**config.mk**
```make
export PLATFORM = sky130hd
export DESIGN_NAME = epl_accumulator
export DESIGN_NICKNAME = d
export VERILOG_FILES = /design/src/rtl/epl_accumulator.sv
export SDC_FILE = /design/constraint.sdc
export NUM_CORES = 1
export LEC_CHECK = 0
export ABC_AREA = 1
export CORE_ASPECT_RATIO = 0.7
export CORE_MARGIN = 10
export CORE_UTILIZATION = 55
export DETAILED_ROUTE_END_ITERATION = 10
export MAX_ROUTING_LAYER = met4
export PLACE_DENSITY = 0.72
export SYNTH_ARGS = -nofsm -noshare
export SYNTH_HDL_FRONTEND = slang
export SYNTH_SLANG_ARGS = --single-unit
```
**constraint.sdc**
```tcl
create_clock -name clk -period 2.4 [get_ports clk]
set_input_delay 0.48 -clock clk [delete_from_list [all_inputs] [get_ports clk]]
set_output_delay 0.48 -clock clk [all_outputs]
set_load 0.05 [all_outputs]
```
**src/rtl/epl_accumulator.sv**
```systemverilog
// Early/prompt/late correlator with integrate-and-dump for one tracking channel.
// Six running sums are latched into a holding bank on dump_enable and read via valid/ack.
module epl_accumulator #(
  parameter int SAMPLE_W = 3,
  parameter int ACC_W    = 18
) (
  input  logic                clk,
  input  logic                rstn,
  input  logic                sample_enable,
  input  logic [SAMPLE_W-1:0] i_sample,
  input  logic [SAMPLE_W-1:0] q_sample,
  input  logic                early,
  input  logic                prompt,
  input  logic                late,
  input  logic                dump_enable,
  input  logic                accum_ack,
  output logic [ACC_W-1:0]    i_early,
  output logic [ACC_W-1:0]    q_early,
  output logic [ACC_W-1:0]    i_prompt,
  output logic [ACC_W-1:0]    q_prompt,
  output logic [ACC_W-1:0]    i_late,
  output logic [ACC_W-1:0]    q_late,
  output logic                accum_valid,
  output logic                accum_overrun
);

  localparam int NUM_ARMS = 3;  // index 0 = early, 1 = prompt, 2 = late

  typedef logic [ACC_W-1:0] acc_t;

  logic [NUM_ARMS-1:0] chip;
  acc_t                i_ext;
  acc_t                q_ext;
  acc_t                sum_i [NUM_ARMS];
  acc_t                sum_q [NUM_ARMS];
  acc_t                acc_i [NUM_ARMS];
  acc_t                acc_q [NUM_ARMS];
  acc_t                dmp_i [NUM_ARMS];
  acc_t                dmp_q [NUM_ARMS];

  assign chip = {late, prompt, early};

  // Sign-extend before negation so the most negative sample negates exactly.
  assign i_ext = {{(ACC_W-SAMPLE_W){i_sample[SAMPLE_W-1]}}, i_sample};
  assign q_ext = {{(ACC_W-SAMPLE_W){q_sample[SAMPLE_W-1]}}, q_sample};

  // Next value of each integrator: the running sum plus this cycle's product
  // when the sample is qualified. Wraps modulo 2^ACC_W.
  always_comb begin
    // NOTE: every element gets a default first, so no path leaves a
    // combinational output unassigned and no latch is inferred.
    for (int k = 0; k < NUM_ARMS; k++) begin
      sum_i[k] = acc_i[k];
      sum_q[k] = acc_q[k];
      if (sample_enable) begin
        sum_i[k] = chip[k] ? acc_i[k] + i_ext : acc_i[k] - i_ext;
        sum_q[k] = chip[k] ? acc_q[k] + q_ext : acc_q[k] - q_ext;
      end
    end
  end

  // Integrators and holding bank. A sample arriving in the dump cycle belongs
  // to the period that is ending, so the dump takes the summed value.
  always_ff @(posedge clk or negedge rstn) begin
    // NOTE: the holding bank is reset alongside the integrators because
    // firmware may read it before the first dump; it is a few flops, not a RAM.
    if (!rstn) begin
      for (int k = 0; k < NUM_ARMS; k++) begin
        acc_i[k] <= '0;
        acc_q[k] <= '0;
        dmp_i[k] <= '0;
        dmp_q[k] <= '0;
      end
    end else if (dump_enable) begin
      // NOTE: non-blocking assignments here; every register reads pre-edge
      // values, so acc clearing and the dump capture do not race.
      for (int k = 0; k < NUM_ARMS; k++) begin
        dmp_i[k] <= sum_i[k];
        dmp_q[k] <= sum_q[k];
        acc_i[k] <= '0;
        acc_q[k] <= '0;
      end
    end else begin
      for (int k = 0; k < NUM_ARMS; k++) begin
        acc_i[k] <= sum_i[k];
        acc_q[k] <= sum_q[k];
      end
    end
  end

  // Read handshake. A dump into an unacknowledged bank flags overrun but the
  // data is still overwritten (newest wins).
  always_ff @(posedge clk or negedge rstn) begin
    if (!rstn) begin
      accum_valid   <= 1'b0;
      accum_overrun <= 1'b0;
    end else if (dump_enable && accum_valid && !accum_ack) begin
      accum_overrun <= 1'b1;
    end else if (dump_enable) begin
      accum_valid <= 1'b1;
    end else if (accum_ack) begin
      accum_valid   <= 1'b0;
      accum_overrun <= 1'b0;
    end
  end

  assign i_early  = dmp_i[0];
  assign q_early  = dmp_q[0];
  assign i_prompt = dmp_i[1];
  assign q_prompt = dmp_q[1];
  assign i_late   = dmp_i[2];
  assign q_late   = dmp_q[2];

endmodule

```
# Word level (Yosys, flattened, before mapping)
# Cells that the tools add are included.
dict set report totals {
  regBits 218
  inputBits 14
  elab_cells 53
}
dict set report op_classes {
  add_sub_neg 12
  eq_ne 1
  mux 18
  bitwise_logic 1
  reduce_logical 7
}
# cell n
set op_table {}
lappend op_table {{two-way mux 18 bit} 12}
lappend op_table {{adder 18 bit} 6}
lappend op_table {{two-way mux 54 bit} 2}
lappend op_table {{subtractor 18 bit} 6}
lappend op_table {{two-way mux 1 bit} 4}
lappend op_table {{AND reduction 2 bit} 2}
lappend op_table {{nonzero test 2 bit} 2}
lappend op_table {{logical AND 1 bit} 2}
lappend op_table {{!= test 2 x 1 -> 1 bit, second input constant} 1}
lappend op_table {{zero test 1 bit} 1}
lappend op_table {{inverter 1 bit} 1}

# Depth between registers and ports, before layout
# Gate-level depths: netlist of the first run.
dict set report logic_depth {
  word_depth 4
  ltp_mapped 20
  ltp_nobuf 20
}

# Worst setup path after synthesis of the first run
# Ideal clock, no wire load.
dict set report synth_path {
  kind {input port to flip-flop}
  startpoint {input port q_sample[0]}
  endpoint {register dmp_q, in the netlist q_late[14]}
  arrival_time_ns 2.442
  required_ns 2.282
  setup_slack_ns -0.160
  stages 17
  n_path_buf 0
  path_cell_list {inv_1 ha_1 inv_1 ha_1 inv_1 a21oi_1 ha_1 nand2_1 inv_1 a21oi_1 nor2_1 nor2_1 nand2_1 nand2_1 nand3_1 nand3_1 nand2_1}
}
dict set report synth_via {
  elab_chain_cells 3
}
# item line_no
set synth_lines {}
lappend synth_lines {{start: declaration} 11} ;# input logic [SAMPLE_W-1:0] q_sample,
lappend synth_lines {{subtractor 18 bit / adder 18 bit (equally long branches)} 57} ;# sum_q[k] = chip[k] ? acc_q[k] + q_ext : acc_q[k] - q_ext;
lappend synth_lines {{two-way mux 18 bit *} 57}
lappend synth_lines {{two-way mux 18 bit *} 55} ;# if (sample_enable) begin
lappend synth_lines {{end signal: indexed assignment} 79} ;# dmp_q[k] <= sum_q[k];
lappend synth_lines {{end: declaration} 39} ;# acc_t dmp_q [NUM_ARMS];
# Mark *: on every way between the ends. The rest lies on a longest branch, timed or not.
# A chain may end at the register's enable or synchronous reset.

# Final worst setup path of the first run
dict set report layout_path {
  startpoint {input port i_sample[2]}
  endpoint {register dmp_i, in the netlist i_early[12]}
}
dict set report layout_via {
  elab_chain_cells 3
}
# item line_no
set layout_lines {}
lappend layout_lines {{start: declaration} 10} ;# input logic [SAMPLE_W-1:0] i_sample,
lappend layout_lines {{subtractor 18 bit / adder 18 bit (equally long branches)} 56} ;# sum_i[k] = chip[k] ? acc_i[k] + i_ext : acc_i[k] - i_ext;
lappend layout_lines {{two-way mux 18 bit *} 56}
lappend layout_lines {{two-way mux 18 bit *} 55}
lappend layout_lines {{end signal: indexed assignment} 78} ;# dmp_i[k] <= sum_i[k];
lappend layout_lines {{end: declaration} 38} ;# acc_t dmp_i [NUM_ARMS];
# Marked as above.

==> flow_metrics.tcl, run 1 <==
set metrics [dict create \
    grt_pass1_wl_um 73300 \
    crit_slowest_cell "ha_4" \
    p_per_area_mw_per_mm2 789 \
    die_y_um 158 \
    nNetsFinal 2607 \
    die_area_mm2 0.0343 \
    fin_crit_ns 2.40 \
    place_congestion 0.918 \
    cts_buffer_depth 3 \
    setup_viol 0 \
    endpoint_kind "flop" \
    finalCritPeriodShare_pct 99.9 \
    hold_path.class "primary input to asynchronous set/reset pin" \
    syn_nets 2270 \
    insertedDiodeCount 0 \
    rr_endpoint "i_late[16]$_DFFE_PN0P_" \
    cp_max_fo 4 \
    slew_headroom_pct 62.4 \
    synth_warnings 0 \
    required_ns 2.84 \
    irDropWorstVdd_mv 0.993 \
    ant_nets 0 \
    start_util_pct 55.8 \
    maxCapViolCount 0 \
    timing.rr.start "acc_i[0]$_DFF_PN0_" \
    drt_pass1_iterations 5 \
    hpwl_um 31900 \
    vias 15461 \
    cts_buffers 24 \
    layout_common_cells "nand2_1 (599), buf_4 (225), dfrtp_1 (218)" \
    die-width_um 217 \
    track_usage_pct 26.4 \
    synth-seq-area-share_pct 36.5 \
    drtIter0Drc 1033 \
    critPathTopFamily "simple AND/OR/NAND/NOR gates" \
    fill_cells 1864 \
    netlist-cell-type-count 29 \
    critical_path.max_stage_delay_ns 0.30 \
    drive_gt1_share_pct 28.4 \
    h-tree-depth 1 \
    cts-root-buf "clkbuf_16" \
    cts_tree "built" \
    final_common_cell "nand2_1" \
    path_buf_inv 4 \
    grt_max_degree 85 \
    final_max_slew_viol_count 0 \
    synthToLayoutAreaGrowth_pct 42.6 \
    path_cells "dlygate4sd2_1 > inv_2 > nand3_2 > ha_4 > inv_4 > o21ai_4 > inv_4 > ha_4 > a21oi_4 > nor2_1 > nor2_2 > nand2_4 > nand2_2 > nand2_1 > nand2_1 > nand3_2 > nand3_2 > nand2_1" \
    hold_slack_ns 0.460 \
    portBuffers 123 \
    synthCells 2138 \
    rsz0062_at_grt "true" \
    clkTransAtPathRegs_ns 0.07 \
    grt_pass1_vias 14895 \
    arrival_ns 2.84 \
    syn_area_mm2 0.0150 \
    async_flop_share_pct 100 \
    outcome "finished, final reports clean" \
    final_cell_area_mm2 0.0213 \
    core_mm2 0.0268 \
    yosys_register_bits 218 \
    worst_r2r_path_depth 11 \
    ios 124 \
    drcViolationCount 0 \
    clock_latency_ns 0.56 \
    fmax_mhz 417 \
    antenna_found_initial 1 \
    viasPerCell 5.41 \
    hold_viol 0 \
    yosys_most_used_dff "dfrtp_1" \
    finalWirelength_um 46600 \
    placed_area_mm2 0.0185 \
    p_leak_nw 10.8 \
    grt_overflow 0 \
    tightest_slew_ns 0.565 \
    rrSetupSlack_ns 0.39 \
    synth.avg_cell_area_um2 6.99 \
    row_count 50 \
    critical_path_class "primary input to flop" \
    fin_skew_ns 0.0265 \
    synth_enable_flop_cells 0 \
    wire_per_inst_um 16.3 \
    cts.sinks 218 \
    crit_path_start_kind "primary input" \
]
flip-flops by register name, summed over array words and instances (netlist names):
| register | count |
|---|---|
| accum_overrun | 1 |
| i_early | 18 |
| acc_q | 54 |
| i_late | 18 |
| acc_i | 54 |
| q_early | 18 |
| q_prompt | 18 |
| i_prompt | 18 |
| accum_valid | 1 |
| q_late | 18 |
synth_stat cells (all sizes together) (18+ instances only):
cell type | number | share of area [%]
nand2 | 686 | 17
inv | 235 | 5.9
nand3 | 226 | 8.2
dfrtp | 218 | 36
nor2 | 197 | 4.9
o21ai | 157 | 5.4
ha | 112 | 9.4
a21oi | 107 | 3.6
or2 | 42 | 1.8
clkbuf | 34 | 0.85
buf | 28 | 0.96
nor3 | 18 | 0.60
cells by family (layout without fill, tap and decap cells):
| family | after synthesis | after routing | synth area share [%] |
|---|---|---|---|
| AOI/OAI and AO/OA | 282 | 282 | 9.84 |
| DFF | 218 | 218 | 36.5 |
| muxes | 9 | 9 | 0.602 |
| and+or+nand+nor | 1184 | 1184 | 33.4 |
| xor gates and xnor gates | 30 | 30 | 1.76 |
| adders and majority gates | 118 | 118 | 10.2 |
| buffers and inverters | 297 | 652 | 7.71 |
per-layer routing:
layer / part of all wire, % / GRT usage (%) / wire [um]
met1: 44 / 34.0 / 20700
met2: 48 / 43.5 / 22200
met3: 5.7 / 3.97 / 2640
met4: 2.2 / 6.14 / 1020
met5: 0 / - / 0
final cells by class:
| cell class | instances | area, um2 | share of cell area, % |
|---|---|---|---|
| flip-flops and latches | 218 | 5460 | 25.6 |
| clock buffers | 30 | 674 | 3.16 |
| well taps | 364 | 455 | 2.14 |
| clock inverters | 14 | 208 | 0.974 |
| repair buffers | 373 | 3310 | 15.5 |
| multi-input cells | 1623 | 10300 | 48.4 |
| inverters | 235 | 910 | 4.27 |
per-stage QoR:
step                      std cells  total power [W]  setup slack, ns  utilization (%)  setup TNS, ns
after global routing           2857           0.0178           -0.157             79.6          -2.42
after global placement         2787           0.0114           -0.998             69.2        -151.38
after floorplan                2138          0.00903          -0.0436                -         -0.611
final                          2857           0.0168          0.00281             79.6              0
after CTS                      2846           0.0163         -0.00599             76.1       -0.00599
after detailed placement       2787           0.0116            -1.01             69.2        -163.11
what timing repair did:
item | 4_1_cts | 5_1_grt
endpoints found under the setup margin | 185 | 171
resized for setup | 173 | 219
hold buffers | 1 | 0
setup buffers | 14 | 11
pin swaps | 54 | 82
endpoints found under the hold margin | 46 | 0
report_power, final:
group / switching (W) / leakage, nW / internal, W / total, W
sequential: 0.000431 / 2.77 / 0.00423 / 0.00466
combinational: 0.00474 / 7.62 / 0.00325 / 0.00799
clock: 0.00165 / 0.431 / 0.00253 / 0.00418
how the worst max path moves through the flow:
stage | slack (ns) | cells after the start | to | start
floorplan | -0.04 | 16 | q_prompt[15]$_DFFE_PN0P_ | q_sample[0]
CTS | -0.006 | 21 | acc_i[35]$_DFF_PN0_ | i_sample[0]
detailed placement | -1.01 | 18 | q_prompt[17]$_DFFE_PN0P_ | q_sample[2]
finish | 0.003 | 18 | i_early[12]$_DFFE_PN0P_ | i_sample[2]
global placement | -1.0 | 18 | q_prompt[17]$_DFFE_PN0P_ | q_sample[2]
global route | -0.16 | 18 | i_early[16]$_DFFE_PN0P_ | i_sample[2]
Note: power is estimated with default switching activity, not from simulation.
==> inputs of run 2 (changes only) <==
- CORE_MARGIN: 10 -> default
- GPL_ROUTABILITY_DRIVEN: default -> 0
==> flow_metrics.tcl, run 2 (synthesized netlist as in run 1, its figures left out) <==
set metrics [dict create \
    grt_pass1_vias 14546 \
    reg_top3 "acc_i (54), acc_q (54)" \
    finalWirelength_um 43900 \
    fmax_mhz 414 \
    viasPerCell 5.41 \
    drtIter0Drc 1058 \
    die_area_mm2 0.0279 \
    p_per_area_mw_per_mm2 787 \
    p_leak_nw 10.7 \
    stdcell_count 2848 \
    path_cells "clkdlybuf4s15_2 > inv_2 > ha_1 > inv_1 > ha_4 > inv_4 > a21oi_2 > buf_6 > ha_4 > nand2_1 > nand2_1 > a21oi_2 > nand3_4 > nand2_2 > nand2_1 > nand2_1 > nand3_2 > nand3_2 > nand2_1" \
    die-width_um 199 \
    fin_crit_ns 2.42 \
    ios 124 \
    finalCritPeriodShare_pct 101 \
    drcViolationCount 0 \
    irDropWorstVdd_mv 0.590 \
    cts-root-buf "clkbuf_16" \
    setup_viol 1 \
    grt_max_degree 86 \
    arrival_ns 2.83 \
    start_util_pct 56.0 \
    hold_path.class "primary input to flop" \
    fin_ws_ns -0.0164 \
    fin_skew_ns 0.0166 \
    ant_nets 0 \
    finalSetupTns_ns -0.0164 \
    fill_cells 1821 \
    drive_gt1_share_pct 25.7 \
    wire_per_inst_um 15.4 \
    synthToLayoutAreaGrowth_pct 39.9 \
    cpMostUsedCell "nand2_1" \
    maxCapViolCount 0 \
    endpoint_kind "flop" \
    track_usage_pct 31.1 \
    crit_path_start_kind "primary input" \
    required_ns 2.82 \
    final_common_cell "nand2_1" \
    nNetsFinal 2596 \
    clkTransAtPathRegs_ns 0.06 \
    cts_buffer_depth 3 \
    portBuffers 123 \
    die_y_um 140 \
    min_path_cells 3 \
    worst_r2r_path_depth 9 \
    placed_cells 2779 \
    cp_max_fo 7 \
    tightest_slew_ns 0.578 \
    drt_pass1_iterations 7 \
    vias 15409 \
    grt_overflow 0 \
    critical_path_class "primary input to flop" \
    hold_viol 0 \
    cts.sinks 218 \
    critical_path.max_stage_delay_ns 0.24 \
    layout_common_cells "nand2_1 (618), buf_4 (223), dfrtp_1 (218)" \
    outcome "finished, violations left" \
    h-tree-depth 1 \
    grt_pass1_wl_um 68700 \
    row_count 50 \
    hpwl_um 29900 \
    core_mm2 0.0267 \
    crit_slowest_cell "ha_4" \
    antenna_found_initial 2 \
    clock_latency_ns 0.55 \
    cts_tree "built" \
    failed_checks "setup timing" \
    final_max_slew_viol_count 0 \
    slew_headroom_pct 61.5 \
    cts_buffers 24 \
]
[run 2: repair_timing]
| action | CTS | global route |
|---|---|---|
| setup buffers | 14 | 8 |
| hold endpoints to repair | 60 | 0 |
| endpoints found under the setup margin | 181 | 168 |
| hold buffers | 1 | 0 |
| gates resized for setup | 110 | 205 |
| pin swaps | 42 | 53 |
[run 2: critical path, delay by kind of cell]
family,cells,cell delay (ns)
adders and majority gates,3,0.58
buffers and inverters,5,0.62
AOI/OAI and AO/OA,2,0.37
and+or+nand+nor,9,0.76
[run 2: final timing paths]
check | slack (ns) | to | start
min in group asynchronous | 0.52 | i_prompt[13]$_DFFE_PN0P_ | rstn
worst max register to register | 0.33 | i_prompt[4]$_DFFE_PN0P_ | acc_i[18]$_DFF_PN0_
worst min-delay path | 0.43 | accum_valid$_DFFE_PN0P_ | dump_enable
max in group asynchronous | 1.25 | q_early[0]$_DFFE_PN0P_ | rstn
worst min register to register | 0.48 | i_early[11]$_DFFE_PN0P_ | i_early[11]$_DFFE_PN0P_
worst max-delay path | -0.02 | i_late[13]$_DFFE_PN0P_ | i_sample[0]
[run 2: metrics by stage]
step	setup slack [ns]	cell area, um2	util, %	total power [W]	hold WS, ns
global route	-0.111	20900	78.3	0.0174	0.434
floorplan	-0.0436	15300	-	0.00903	0.184
detailed placement	-0.959	18500	69.1	0.0115	0.464
global placement	-0.918	18500	69.1	0.0113	0.464
finish	-0.0164	20900	78.3	0.0164	0.433
CTS	0.00800	20000	74.8	0.0159	0.411
[run 2: area by class of cell]
type | count | area, um2 | area share [%]
Inverter | 235 | 905 | 4.33
Timing Repair Buffer | 362 | 3210 | 15.3
Clock buffer | 31 | 688 | 3.29
Sequential cell | 218 | 5460 | 26.1
Antenna cell | 2 | 5.00 | 0.0239
Multi-Input combinational cell | 1623 | 10000 | 47.9
Clock inverter | 13 | 180 | 0.861
Tap cell | 364 | 455 | 2.18
[run 2: report_power, final]
group / total, W / switching [W] / leakage, nW / internal, W
registers: 0.00464 / 0.000415 / 2.77 / 0.00423
clock network: 0.00406 / 0.00160 / 0.420 / 0.00246
logic: 0.00774 / 0.00461 / 7.49 / 0.00314
[run 2: layer usage]
metal / up-vias / global-route usage [%] / share of wire, %
met2: 468 / 49.2 / 47
met3: 75 / 4.53 / 5.5
met5: - / - / 0
met1: 7320 / 42.2 / 45
li1: 7546 / - / -
met4: 0 / 6.96 / 2.5
==> inputs of run 3 (changes only) <==
- CORE_UTILIZATION: 55 -> 54
- PLACE_DENSITY: 0.72 -> 0.74
- clock period: 2.4 -> 2.1 ns (I/O delays scaled with it)
==> flow_metrics.tcl, run 3 (synthesized netlist as in run 1, its figures left out) <==
set metrics [dict create \
    failed_checks "setup timing" \
    clock_latency_ns 0.55 \
    ant_nets 0 \
    fin_skew_ns 0.0192 \
    die_area_mm2 0.0284 \
    portBuffers 123 \
    hold_path.class "primary input to asynchronous set/reset pin" \
    irDropWorstVdd_mv 0.791 \
    die_y_um 141 \
    fill_cells 1498 \
    finalWirelength_um 51000 \
    vias 16474 \
    row_count 50 \
    antenna_found_initial 1 \
    reg_top3 "acc_i (54), acc_q (54)" \
    crit_path_start_kind "primary input" \
    endpoint_kind "flop" \
    cts_tree "built" \
    wire_per_inst_um 17.8 \
    ios 124 \
    drt_pass1_iterations 8 \
    grt_pass1_vias 14767 \
    clkTransAtPathRegs_ns 0.07 \
    track_usage_pct 31.4 \
    fin_ws_ns -0.157 \
    p_leak_nw 11.6 \
    drtIter0Drc 1499 \
    final_common_cell "nand2_1" \
    critical_path_class "primary input to flop" \
    cp_max_fo 5 \
    slew_headroom_pct 56.0 \
    final_max_slew_viol_count 0 \
    viasPerCell 5.76 \
    hold_slack_ns 0.388 \
    grt_overflow 0 \
    cts.sinks 218 \
    maxCapViolCount 0 \
    arrival_ns 2.75 \
    drive_gt1_share_pct 40.8 \
    tightest_slew_ns 0.653 \
    grt_pass1_wl_um 71300 \
    nNetsFinal 2612 \
    grt_max_degree 111 \
    die-width_um 201 \
    hpwl_um 30200 \
    outcome "finished, violations left" \
    start_util_pct 55.5 \
    cts_buffers 24 \
    core_mm2 0.0270 \
    cts_buffer_depth 3 \
    layout_common_cells "nand2_1 (477), dfrtp_1 (218), buf_4 (215)" \
    fmax_mhz 443 \
    required_ns 2.59 \
    rsz0062_at_grt "true" \
    finalCritPeriodShare_pct 107 \
    fin_crit_ns 2.26 \
    h-tree-depth 1 \
    p_per_area_mw_per_mm2 873 \
    setup_viol 63 \
    dp_slack_ns -1.10 \
    synthToLayoutAreaGrowth_pct 52.3 \
    drcViolationCount 0 \
    hold_viol 0 \
    cts-root-buf "clkbuf_16" \
]
[run 3: area by class of cell]
| type | count | area [um2] | area share, % |
|---|---|---|---|
| diodes | 1 | 2.50 | 0.0110 |
| clock inverters | 5 | 60.1 | 0.264 |
| inverters | 235 | 1000 | 4.39 |
| repair buffers | 378 | 3340 | 14.7 |
| flip-flops and latches | 218 | 5460 | 24.0 |
| well taps | 364 | 455 | 2.00 |
| multi-input cells | 1623 | 11700 | 51.5 |
| clock buffers | 38 | 734 | 3.22 |
[run 3: per-stage QoR]
stage                     area (um2)  util (%)  setup TNS (ns)  total power [W]  std cells
final                          22800      84.5           -3.43           0.0199       2862
after CTS                      20600      76.3          -0.250           0.0181       2833
after detailed placement       19000      70.5         -188.84           0.0135       2768
after floorplan                15800         -          -17.95           0.0107       2138
after global placement         19000      70.5         -178.88           0.0132       2768
after global routing           22800      84.5          -12.78           0.0208       2862
[run 3: repair_timing]
item	in CTS	in global routing
hold buffers	1	0
endpoints found under the setup margin	305	167
buffers inserted	22	32
hold endpoints to repair	43	0
resized for setup	307	531
pin swaps	70	300
[run 3: metal layers]
metal  GRT usage, %  routed length, um  up-vias  part of all wire, %
met2           50.4              24500      821                   48
met3           4.32               3560      208                  7.0
met4           7.51               1960        0                  3.9
met5              -                  0        -                    0
met1           42.1              20900     7852                   41
li1               -                  -     7593                    -
[run 3: path summary, 6_finish.rpt]
check                                         endpoint              startpoint  slack, ns  cells past startpoint
worst max-delay path               acc_i[52]$_DFF_PN0_             i_sample[2]      -0.16                     18
worst min-delay path            i_late[16]$_DFFE_PN0P_                    rstn       0.39                      2
worst max register to register     acc_i[52]$_DFF_PN0_     acc_i[36]$_DFF_PN0_       0.03                     12
worst min register to register  q_early[6]$_DFFE_PN0P_  q_early[6]$_DFFE_PN0P_       0.47                      2
max in group asynchronous          acc_q[46]$_DFF_PN0_                    rstn       1.03                      3
min in group clk                    acc_q[0]$_DFF_PN0_             dump_enable       0.41                      3
[run 3: critical path: stages]
cell        delay, ns
buf_8            0.10
clkinvlp_4       0.16
nand3_4          0.09
ha_4             0.29
inv_6            0.04
o21ai_4          0.18
inv_4            0.09
ha_4             0.32
nand2_1          0.13
nor2_1           0.21
nand2_2          0.13
nand2_4          0.15
nand2_4          0.06
nand2_2          0.06
nand2_2          0.05
nand3_2          0.09
nand2_2          0.05
nor2_2           0.09
[run 3: where the power goes]
group,total (W),switching (W),internal [W]
Clock,0.00439,0.00187,0.00252
Sequential,0.00532,0.000489,0.00483
Combinational,0.0102,0.00626,0.00391
Total,0.0199,0.00862,0.0113
==> variant (flow settings as in run 3) <==
Put one more register stage on the output `accum_overrun`, with the module's reset. The value now appears one clock later. The other outputs are not delayed to match.
--- a/src/rtl/epl_accumulator.sv
+++ b/src/rtl/epl_accumulator.sv
@@ -27,6 +27,8 @@
   localparam int NUM_ARMS = 3;  // index 0 = early, 1 = prompt, 2 = late
 
   typedef logic [ACC_W-1:0] acc_t;
+
+  logic accum_overrun_s0;
 
   logic [NUM_ARMS-1:0] chip;
   acc_t                i_ext;
@@ -93,14 +95,14 @@
   always_ff @(posedge clk or negedge rstn) begin
     if (!rstn) begin
       accum_valid   <= 1'b0;
-      accum_overrun <= 1'b0;
+      accum_overrun_s0 <= 1'b0;
     end else if (dump_enable && accum_valid && !accum_ack) begin
-      accum_overrun <= 1'b1;
+      accum_overrun_s0 <= 1'b1;
     end else if (dump_enable) begin
       accum_valid <= 1'b1;
     end else if (accum_ack) begin
       accum_valid   <= 1'b0;
-      accum_overrun <= 1'b0;
+      accum_overrun_s0 <= 1'b0;
     end
   end
 
@@ -111,5 +113,13 @@
   assign i_late   = dmp_i[2];
   assign q_late   = dmp_q[2];
 
+  always_ff @(posedge clk or negedge rstn) begin
+    if (!rstn) begin
+      accum_overrun <= '0;
+    end else begin
+      accum_overrun <= accum_overrun_s0;
+    end
+  end
+
 endmodule
 
Formal check against the unedited RTL: not equivalent (a bounded check fails within 4 cycles, from zero or initial values and one cycle with rstn low).
==> variant against run 3 <==
The flow still finishes with violations (negative setup slack); routed wire length down 1.3%; design area fell by 2.2%; sequential cell count rose by 1; die area is 0.20% higher; area after synthesis increased by 0.21%; setup slack got worse by 0.019 ns; critical path depth fell by 1; power is 2.1% lower; clock power shrank 4%; count of clock-buffer cells in the layout is 4 lower.
==> variant: results <==
set metrics [dict create \
    status "complete, but fails checks" \
    violations "negative setup slack" \
    final_layout_size_suffix_gt1_frac 0.384 \
    yosysTopAreaCellShare 0.366 \
    synthFlopType "dfrtp_1" \
    use_met3 0.0377 \
    power.leakage_uw 0.0113 \
    cts.htree.levels 1 \
    grtUsageMet1 0.428 \
    wirelength_um 50300 \
    clkTransAtPathRegs_ns 0.07 \
    fin_ws_ns -0.176 \
    ys_top_cells_by_count "nand2_1, inv_1, dfrtp_1, nand3_1, nor2_1" \
    clock_path_buffers 3 \
    ir_drop_mv 0.648 \
    maxUsedRoutingLayer "met4" \
    cts_buffers 24 \
    met3_length_um 3450 \
    largestRegisters "acc_i (54), acc_q (54)" \
    setup_tns_ns -4.79 \
    track_usage 0.311 \
    dr.pass1.iters 6 \
    hp-start "dump_enable" \
    slowest_stage "ha_1" \
    dpl.cell_count 2752 \
    synth_nets 2263 \
    num_antenna_cells 0 \
    critPathMaxFanout 4 \
    drt_iter0_drc 1282 \
    wl_met2_um 23800 \
    dpl.hpwl_um 29800 \
    multiInputGateArea_um2 11500 \
    crit_path_max_incr_delay_ns 0.27 \
    r2r-start "acc_i[36]$_DFF_PN0_" \
    final_nets 2579 \
    synthArstFlopShare 1.00 \
    portBuffers 123 \
    dp_slack_ns -1.15 \
    ys_seq_area_frac 0.366 \
    wl_per_cell_um 17.8 \
    grtUsageMet2 0.488 \
    post_dp_cell_area_um2 18700 \
    synthCells 2133 \
    grt_pass1_vias 14600 \
    antenna_found_initial 0 \
    final.setup_skew_ns 0.0167 \
    grt_max_degree 168 \
    vias_per_cell 5.71 \
    worst_slew_pin_slew_ns 0.796 \
    grt_pass1_wl_um 70900 \
    m1WireLength_um 21300 \
    synthTopCellsByArea "dfrtp_1, nand2_1, ha_1" \
    arrival_ns 2.66 \
    clockRootBuffer "clkbuf_16" \
    cpLargestDelayFamily "compound AO/OA/AOI/OAI gates" \
    fill_cells 1620 \
    hold_class "in -> reg" \
    synth_cell_types 30 \
    finalSetupViolations 84 \
]
-- variant: what timing repair did --
item | CTS | global route
setup endpoints to repair | 299 | 176
gates resized for setup | 307 | 487
hold buffers | 1 | 0
pin swaps | 82 | 218
endpoints found under the hold margin | 36 | 0
buffers inserted | 16 | 18
-- variant: worst paths after layout --
path | endpoint | slack [ns] | depth (start not counted)
max in group asynchronous | q_prompt[0]$_DFFE_PN0P_ | 1.07 | 3
max | acc_i[52]$_DFF_PN0_ | -0.18 | 17
min reg2reg | accum_overrun$_DFF_PN0_ | 0.38 | 0
min in group asynchronous | i_prompt[12]$_DFFE_PN0P_ | 0.37 | 2
max reg2reg | acc_i[52]$_DFF_PN0_ | 0.01 | 12
min | q_early[13]$_DFFE_PN0P_ | 0.35 | 4
-- variant: cell type report --
| cell class | instances | area share |
|---|---|---|
| clock buffer | 34 | 0.0328 |
| clock inverter | 8 | 0.00197 |
| multi-input combinational | 1619 | 0.518 |
| sequential | 219 | 0.246 |
| tap | 364 | 0.0205 |
| timing repair buffer | 352 | 0.138 |
| inverter | 233 | 0.0425 |
-- variant: logic make-up (layout without fill, tap and decap cells) --
kind of cell / count (synthesis) / count (layout) / share of synthesized area
compound gates: 284 / 284 / 0.101
xor+xnor: 30 / 30 / 0.0175
fa+ha+maj: 116 / 116 / 0.0999
buf+inv: 295 / 627 / 0.0767
flops: 219 / 219 / 0.366
mux: 9 / 9 / 0.00601
simple gates: 1180 / 1180 / 0.333
-- variant: report_power, final --
group | internal (uW) | switching (uW) | leakage [uW]
sequential | 4850 | 497 | 0.00278
combinational | 3790 | 6100 | 0.00810
clock | 2410 | 1820 | 0.000392
